**config.mk**
```make
export PLATFORM = sky130hd
export DESIGN_NAME = control_sequencer
export DESIGN_NICKNAME = d
export VERILOG_FILES = /design/src/rtl/ctrl_seq_pkg.sv /design/src/rtl/ctrl_pc_unit.sv /design/src/rtl/control_sequencer.sv
export SDC_FILE = /design/constraint.sdc
export NUM_CORES = 1
export LEC_CHECK = 0
export CORE_ASPECT_RATIO = 0.75
export CORE_MARGIN = 1.5
export CORE_UTILIZATION = 46
export CTS_CLUSTER_DIAMETER = 150
export DETAILED_ROUTE_END_ITERATION = 7
export PLACE_DENSITY = 0.8
export SETUP_SLACK_MARGIN = 0.4
export SYNTH_ARGS = -nofsm -noshare
export SYNTH_HDL_FRONTEND = slang
export SYNTH_HIERARCHICAL = 1
export SYNTH_SLANG_ARGS = --single-unit
```
**constraint.sdc**
```tcl
create_clock -name clk -period 2.65 [get_ports clk]
set_input_delay 0.53 -clock clk [delete_from_list [all_inputs] [get_ports clk]]
set_output_delay 0.53 -clock clk [all_outputs]
set_load 0.02 [all_outputs]
```
**src/rtl/ctrl_seq_pkg.sv**
```systemverilog
// Shared types for control_sequencer: FSM states, opcode constants and opcode classification.
// classify() treats opcode 0xE as a branch only when CTRL_BRANCH_EN is defined.
package ctrl_seq_pkg;

  typedef enum logic [2:0] {
    FETCH   = 3'd0,
    DECODE  = 3'd1,
    EXEC    = 3'd2,
    HALTED  = 3'd3,
    STOPPED = 3'd4
  } state_t;

  typedef enum logic [1:0] {
    CLS_ALU     = 2'd0,
    CLS_BRANCH  = 2'd1,
    CLS_HALT    = 2'd2,
    CLS_INVALID = 2'd3
  } op_class_t;

  localparam logic [3:0] OP_ALU_LAST = 4'h9;
  localparam logic [3:0] OP_BRANCH   = 4'hE;
  localparam logic [3:0] OP_HALT     = 4'hF;

  function automatic op_class_t classify(input logic [3:0] opcode);
    op_class_t cls;
    if (opcode <= OP_ALU_LAST) begin
      cls = CLS_ALU;
    end else if (opcode == OP_HALT) begin
      cls = CLS_HALT;
    end else if (opcode == OP_BRANCH) begin
`ifdef CTRL_BRANCH_EN
      cls = CLS_BRANCH;
`else
      cls = CLS_INVALID;
`endif
    end else begin
      cls = CLS_INVALID;
    end
    return cls;
  endfunction

endpackage

```
**src/rtl/ctrl_pc_unit.sv**
```systemverilog
// Program counter for control_sequencer: reset load, wrapping increment and branch-target load.
module ctrl_pc_unit
  import ctrl_seq_pkg::*;
#(
  parameter int          PC_W     = 16,
  parameter int unsigned RESET_PC = 0
) (
  input  logic            clk,
  input  logic            rst,
  input  logic            inc,
  input  logic            load,
  input  logic [PC_W-1:0] target,
  output logic [PC_W-1:0] pc
);

  // A taken branch wins over the increment; the add wraps naturally at PC_W bits.
  always_ff @(posedge clk) begin
    if (rst) begin
      pc <= PC_W'(RESET_PC);
    end else if (load) begin
      pc <= target;
    end else if (inc) begin
      pc <= pc + PC_W'(1);
    end
  end

endmodule

```
**src/rtl/control_sequencer.sv**
```systemverilog
// Fetch/decode/execute sequencer: owns the PC, the imem handshake, the instruction register
// and the exec_start/exec_done handshake. Define CTRL_BRANCH_EN to enable opcode 0xE branches.
module control_sequencer
  import ctrl_seq_pkg::*;
#(
  parameter int          INSTR_W  = 32,
  parameter int          PC_W     = 16,
  parameter int unsigned RESET_PC = 0,
  parameter int          CNT_W    = 16
) (
  input  logic               clk,
  input  logic               rst,
  output logic [PC_W-1:0]    imem_addr,
  output logic               imem_req,
  input  logic               imem_ack,
  input  logic [INSTR_W-1:0] imem_data,
  output logic [INSTR_W-1:0] instr,
  output logic               exec_start,
  input  logic               exec_done,
  input  logic               cond_flag,
  input  logic               resume,
  output logic [2:0]         state,
  output logic               halted,
  output logic               fault,
  output logic [CNT_W-1:0]   retired
);

  state_t           state_q;
  op_class_t        op_class;
  logic             in_decode;
  logic             pc_inc;
  logic             pc_load;
  logic [PC_W-1:0]  pc_target;
  logic [CNT_W-1:0] retired_inc;

  assign op_class  = classify(instr[INSTR_W-1 -: 4]);
  assign in_decode = (state_q == DECODE);
  assign pc_target = instr[PC_W-1:0];

`ifdef CTRL_BRANCH_EN
  assign pc_load = in_decode && (op_class == CLS_BRANCH) && cond_flag;
`else
  logic unused_cond_flag;
  assign unused_cond_flag = cond_flag;
  assign pc_load          = 1'b0;
`endif

  // Every decoded instruction except an invalid one (or a taken branch) advances the PC.
  assign pc_inc = in_decode &&
                  ((op_class == CLS_ALU) || (op_class == CLS_HALT) ||
                   ((op_class == CLS_BRANCH) && !pc_load));

  assign retired_inc = (retired == {CNT_W{1'b1}}) ? retired : retired + CNT_W'(1);

  ctrl_pc_unit #(
    .PC_W     (PC_W),
    .RESET_PC (RESET_PC)
  ) u_pc (
    .clk    (clk),
    .rst    (rst),
    .inc    (pc_inc),
    .load   (pc_load),
    .target (pc_target),
    .pc     (imem_addr)
  );

  assign state = state_q;

  // exec_start doubles as the "first EXEC cycle" marker, so exec_done is only honoured after it.
  always_ff @(posedge clk) begin
    if (rst) begin
      state_q    <= FETCH;
      instr      <= '0;
      retired    <= '0;
      imem_req   <= 1'b0;
      exec_start <= 1'b0;
      halted     <= 1'b0;
      fault      <= 1'b0;
    end else begin
      exec_start <= 1'b0;
      unique case (state_q)
        FETCH: begin
          if (imem_req && imem_ack) begin
            instr    <= imem_data;
            imem_req <= 1'b0;
            state_q  <= DECODE;
          end else begin
            imem_req <= 1'b1;
          end
        end
        DECODE: begin
          unique case (op_class)
            CLS_ALU: begin
              exec_start <= 1'b1;
              state_q    <= EXEC;
            end
            CLS_HALT: begin
              retired <= retired_inc;
              halted  <= 1'b1;
              state_q <= HALTED;
            end
            CLS_BRANCH: begin
              retired  <= retired_inc;
              imem_req <= 1'b1;
              state_q  <= FETCH;
            end
            CLS_INVALID: begin
              fault   <= 1'b1;
              state_q <= STOPPED;
            end
          endcase
        end
        EXEC: begin
          if (!exec_start && exec_done) begin
            retired  <= retired_inc;
            imem_req <= 1'b1;
            state_q  <= FETCH;
          end
        end
        HALTED: begin
          if (resume) begin
            halted   <= 1'b0;
            imem_req <= 1'b1;
            state_q  <= FETCH;
          end
        end
        STOPPED: begin
          imem_req <= 1'b0;
        end
        default: begin
          imem_req <= 1'b0;
          fault    <= 1'b1;
          state_q  <= STOPPED;
        end
      endcase
    end
  end

endmodule

```
[Word-level counts from Yosys, hierarchy flattened]
Cells that the tools add are included.
Cells by class
  add/sub/neg operators: 2
  equal/unequal tests: 16
  bitwise operators: 3
  $lt $le $gt $ge: 1
  muxes and demuxes: 22
  reductions and logical operators: 19
Operators with widths (number)
  16-bit 2-to-1 mux: 3
  16-bit by 1-bit adder with 16-bit output, second input constant: 2
  16-bit one-hot mux with 2 select lines: 1
  16-bit equality test, second input constant: 1
  3-bit one-hot mux with 5 select lines: 1
  3-bit one-hot mux with 4 select lines: 1
  1-bit 2-to-1 mux: 9
  3-bit 2-to-1 mux: 3
  3-bit AND reduction: 3
  2-bit != test, second input constant: 4
  3-bit by 2-bit equality test with 1-bit output, second input constant: 2
  2-bit by 1-bit != test with 1-bit output, second input constant: 3
  2-bit equality test, second input constant: 2
  4-bit equality test, second input constant: 1
  4-bit less-or-equal comparator, second input constant: 1
  1-bit one-hot mux with 2 select lines: 2
  1-bit one-hot mux with 4 select lines: 1
  2-bit AND reduction: 2
  4-bit AND reduction: 1
  2-bit nonzero test: 2
  2-bit OR reduction: 2
  4-bit OR reduction: 1
  3-bit by 1-bit equality test with 1-bit output, second input constant: 1
  3-bit equality test, second input constant: 1
  other kinds (8): 13
Storage, ports and cells
  word-level logic and storage cells: 71
  output and inout port bits: 71
  register bits after elaboration: 71
  input bits: 38

[Logic depth before layout (Yosys ltp)]
  word-level depth: 7
  mapped depth: 9
  depth with buffers taken out: 7

[Hierarchy]
Netlist, hierarchy kept.
Modules (own cells, without submodules)
  control_sequencer: cells each 251, sequential area each 1101.1 sq um, instances 1, area each 2373.5 sq um
  ctrl_pc_unit: cells each 112, sequential area each 320.3 sq um, instances 1, area each 984.7 sq um

[Worst setup path before layout]
OpenSTA, ideal clock, no wires.
  kind: register to register
  start point: register state_q[1], in the netlist state[1]
  end point: register u_pc.pc[12]
  arrival time: 1.989 ns
  slack: 0.546 ns
  buffers on the path: 3
  cell stages (with the launch flop): 10
  library setup time: 0.115 ns
  data required time: 2.535 ns
  clock period less this slack: 2.104 ns
  cells stage by stage: dfxtp_1 > buf_6 > or3b_4 > nor2_1 > buf_6 > nand4_4 > buf_6 > nor4_2 > xor2_1 > o21a_1
Between the ends
  word-level cells in the longest chain between the ends: 2
RTL lines
  start, declared: RTL line control_sequencer.sv:28  | state_t state_q;
  start signal, assigned: RTL line control_sequencer.sv:72  | state_q <= FETCH;
  start signal, assigned: RTL line control_sequencer.sv:86  | state_q <= DECODE;
  start signal, assigned: RTL line control_sequencer.sv:95  | state_q <= EXEC;
  3-bit by 1-bit equality test with 1-bit output: RTL line control_sequencer.sv:37  | assign in_decode = (state_q == DECODE);
  1-bit logical AND: RTL line control_sequencer.sv:49  | assign pc_inc = in_decode &&
  named net pc_inc: RTL line control_sequencer.sv:31  | logic pc_inc;
  end signal, assigned: RTL line ctrl_pc_unit.sv:19  | pc <= PC_W'(RESET_PC);
  end signal, assigned: RTL line ctrl_pc_unit.sv:21  | pc <= target;
  end signal, assigned: RTL line ctrl_pc_unit.sv:23  | pc <= pc + PC_W'(1);
  end, declared: RTL line ctrl_pc_unit.sv:13  | output logic [PC_W-1:0] pc
The timed path passes the listed nets, and every way through them passes these cells.
A chain may end at the register's enable or synchronous reset.

[Worst setup path in the final report]
  start point: register retired[0]
  end point: register retired[15]
Between the ends
  word-level cells in the longest chain between the ends: 4
  elaborated cells between the ends (all ways): 6
  those cells by class: add/sub (1); eq/ne (1); mux (4)
RTL lines
  start, declared: RTL line control_sequencer.sv:25  | output logic [CNT_W-1:0] retired
  start signal, assigned: RTL line control_sequencer.sv:98  | retired <= retired_inc;
  start signal, assigned: RTL line control_sequencer.sv:103  | retired <= retired_inc;
  start signal, assigned: RTL line control_sequencer.sv:115  | retired <= retired_inc;
  16-bit by 1-bit adder with 16-bit output / 16-bit equality test (equally long branches): RTL line control_sequencer.sv:53  | assign retired_inc = (retired == {CNT_W{1'b1}}) ? retired : retired + CNT_W'(1);
  16-bit 2-to-1 mux (*): RTL line control_sequencer.sv:53
  16-bit 2-to-1 mux (on tied branches): RTL line control_sequencer.sv:114, control_sequencer.sv:92
  16-bit one-hot mux with 2 select lines (*): RTL line control_sequencer.sv:81  | unique case (state_q)
Mark *: on every way between the ends. The rest lies on a longest branch, timed or not. The select of a mux whose other input is x is not followed.

==> flow_metrics.py <==
metrics = {
    "run_status": {
        "run_status": "finished clean",
    },
    "grt": {
        "grt_overflow": 0,
        "grt_usage": 0.2200,
        "grt_pass1_vias": 2902,
        "grt_max_degree": 34,
        "grt_pass1_wl_um": 13680,
        "antenna_found_initial": 0,
    },
    "clock_tree": {
        "clock_latency_ps": 350,
        "cts_tree": "done",
        "cts_made_buffers": 9,
        "cts_sinks": 71,
        "clockBufferDepth": 2,
        "htree_levels": 3,
        "path_clk_slew_ps": 80,
        "post-cts-setup-buffer-count": 0,
        "cts_root_buffer": "clkbuf_8",
        "cts_hold_buf": 0,
    },
    "job": {
        "max_cap_violations": 0,
    },
    "layout": {
        "final_util": 0.6833,
        "diodes": 0,
        "nNetsFinal": 505,
        "area_growth_syn_to_layout_pct": 40.98,
        "finalNonFillerCells": 568,
        "layout-drive-gt1-share": 0.1043,
    },
    "yosys": {
        "ys_top_cells_by_count": "dfxtp_1, nor2_1, mux2i_1",
        "yosysUniqueCellTypes": 42,
        "ys_ff_latch": 71,
        "syn_area_per_cell_um2": 9.251,
        "ys_seq_area_frac": 0.4232,
        "synthTopCellsByArea": "dfxtp_1, mux2i_1, nor2_1",
        "yosysWarnings": 6,
        "syn_inst": 363,
        "synth_edf_count": 0,
        "yosysTopAreaCell": "dfxtp_1",
        "synth.top_cell.area_share": 0.4232,
        "synth.most_common_cell": "dfxtp_1",
        "synth_area_um2": 3358,
        "synthFlopType": "dfxtp_1",
        "synth-async-reset-ratio": 0,
    },
    "placement": {
        "dp_cells": 552,
        "dp_hpwl_um": 5881,
        "port_buffers": 107,
        "globalplace.congestion": 0.7737,
        "dp_slack_ps": 247.5,
    },
    "hold_path": {
        "hold_depth": 2,
        "hold_class": "reg2reg",
    },
    "floorplan": {
        "die_area_um2": 7827,
        "fp.dieH_um": 77.00,
        "die_x_um": 101.7,
        "core-area_um2": 6929,
        "start_util": 0.4847,
        "io_pins": 109,
        "rows": 26,
    },
    "detailed_routing": {
        "drt_iter0_drc": 112,
        "viasPerCell": 5.393,
        "vias": 3063,
        "drt_first_pass_iters": 4,
        "wirelength_um": 8524,
        "ant_nets": 0,
        "drc": 0,
        "wl_per_cell_um": 15.01,
    },
    "worst_setup_path": {
        "startpoint_type": "register",
        "worstPathArrival_ps": 2380,
        "critPathMaxFanout": 25,
        "worstPathCellList": "ha_1 > and4_1 > and4_2 > nor4_1 > mux2_2",
        "slowest_delay_ps": 380,
        "crit_type": "reg2reg",
        "end_kind": "register",
        "r2r_cells": 5,
        "crit_slowest_cell": "and4_2",
        "crit_required_ps": 2890,
    },
    "sta": {
        "setup_ws_ps": 511.1,
        "post-route-period-util": 0.8071,
        "hold_viol": 0,
        "fin_skew_ps": 12.58,
        "relSlewSlack": 0.6590,
        "finalSetupViolCount": 0,
        "final_max_slew_viol_count": 0,
        "worst_pin_slew_ps": 511.5,
        "layout_min_cycle_time_ps": 2139,
        "tns_ps": 0,
        "fin_hold_ws_ps": 468.3,
        "fmax_ghz": 0.4675,
        "rsz0062_at_grt": "true",
    },
    "pwr": {
        "p_leak_nw": 1.723,
        "irDropWorstVdd_uv": 256.4,
        "power_density_nw_per_um2": 523.5,
    },
}
[where the power goes]
group | switching [mW] | internal [mW] | leakage [nW]
logic | 0.161 | 0.175 | 1.03
clock network | 0.416 | 0.580 | 0.112
registers | 0.0393 | 1.11 | 0.578
[area by class of cell]
class,instances,area (um^2)
multi-input cells,252,1769
repair buffers,116,1134
inverters,15,56.30
clock inverters,5,80.08
well taps,98,122.6
fillers,570,2195
clock buffers,11,151.4
flip-flops and latches,71,1421
[metal layers]
metal  routed length (um)  vias to the layer above  track usage
met2                 4027                       94       0.3533
met3                  493                       10      0.07931
met4                   94                        0      0.04583
met5                    0                        -            0
met1                 3908                     1474       0.2834
li1                     -                     1485            -
[stage by stage]
step	total power, mW	cell area, um^2
6_report	2.479	4735
5_1_grt	2.572	4735
4_1_cts	2.493	4726
3_5_place_dp	1.505	4493
3_3_place_gp	1.497	4493
2_1_floorplan	1.340	3362
[repair_timing]
item                                    4_1_cts  5_1_grt
hold endpoints to repair                      0        0
pin swaps                                     0        0
gates resized for setup                       1        2
endpoints found under the setup margin        6        9
cloned                                        0        0
[final timing paths]
path,startpoint,to,slack [ps]
worst min register to register,fault$_SDFFE_PP0P_,fault$_SDFFE_PP0P_,470
worst min-delay path,fault$_SDFFE_PP0P_,fault$_SDFFE_PP0P_,470
worst max register to register,retired[0]$_SDFFE_PP0P_,retired[15]$_SDFFE_PP0P_,510
worst max-delay path,retired[0]$_SDFFE_PP0P_,retired[15]$_SDFFE_PP0P_,510
[cell families (layout without fill, tap and decap cells)]
group | count (synthesis) | count (layout) | share of synthesized area
AO/OA/AOI/OAI | 56 | 56 | 0.1047
XOR/XNOR | 14 | 14 | 0.03651
adder cells (fa/ha/maj) | 2 | 2 | 0.007450
buffers and inverters | 41 | 147 | 0.05663
flip-flops | 71 | 71 | 0.4232
multiplexers | 44 | 44 | 0.1338
other | 1 | 2 | 0.001117
AND/OR/NAND/NOR | 134 | 134 | 0.2366
[placed cells by master (no fill, tap or decap), types with 3 or more instances in the layout]
master and instances:
o21ai_0 6, nor4_4 3, nor4_1 6, nor2b_1 7, nand2_1 13, clkdlybuf4s50_1 106
nor3_1 7, nand3_1 10, o21a_1 10, mux2i_1 37, or4_1 7, a21oi_1 27
o31ai_1 7, xnor2_1 5, buf_4 9, inv_1 15, xor2_1 9, nor4_2 5
nand4_1 7, dfxtp_1 71, nor2_1 48, mux2_2 7, and4_1 4, clkbuf_8 11
[flip-flops by register name, indices dropped and copies added, names as in the netlist]
signal	cells
retired	16
exec_start	1
instr	32
u_pc/pc	16
fault	1
halted	1
state	3
imem_req	1
[critical path, delay by kind of cell (launching register included)]
kind	cells	cell delay (ps)
simple gates	3	1000
fa+ha+maj	1	290
flops	1	370
mux	1	370
Power figures use the tool's default switching activity.
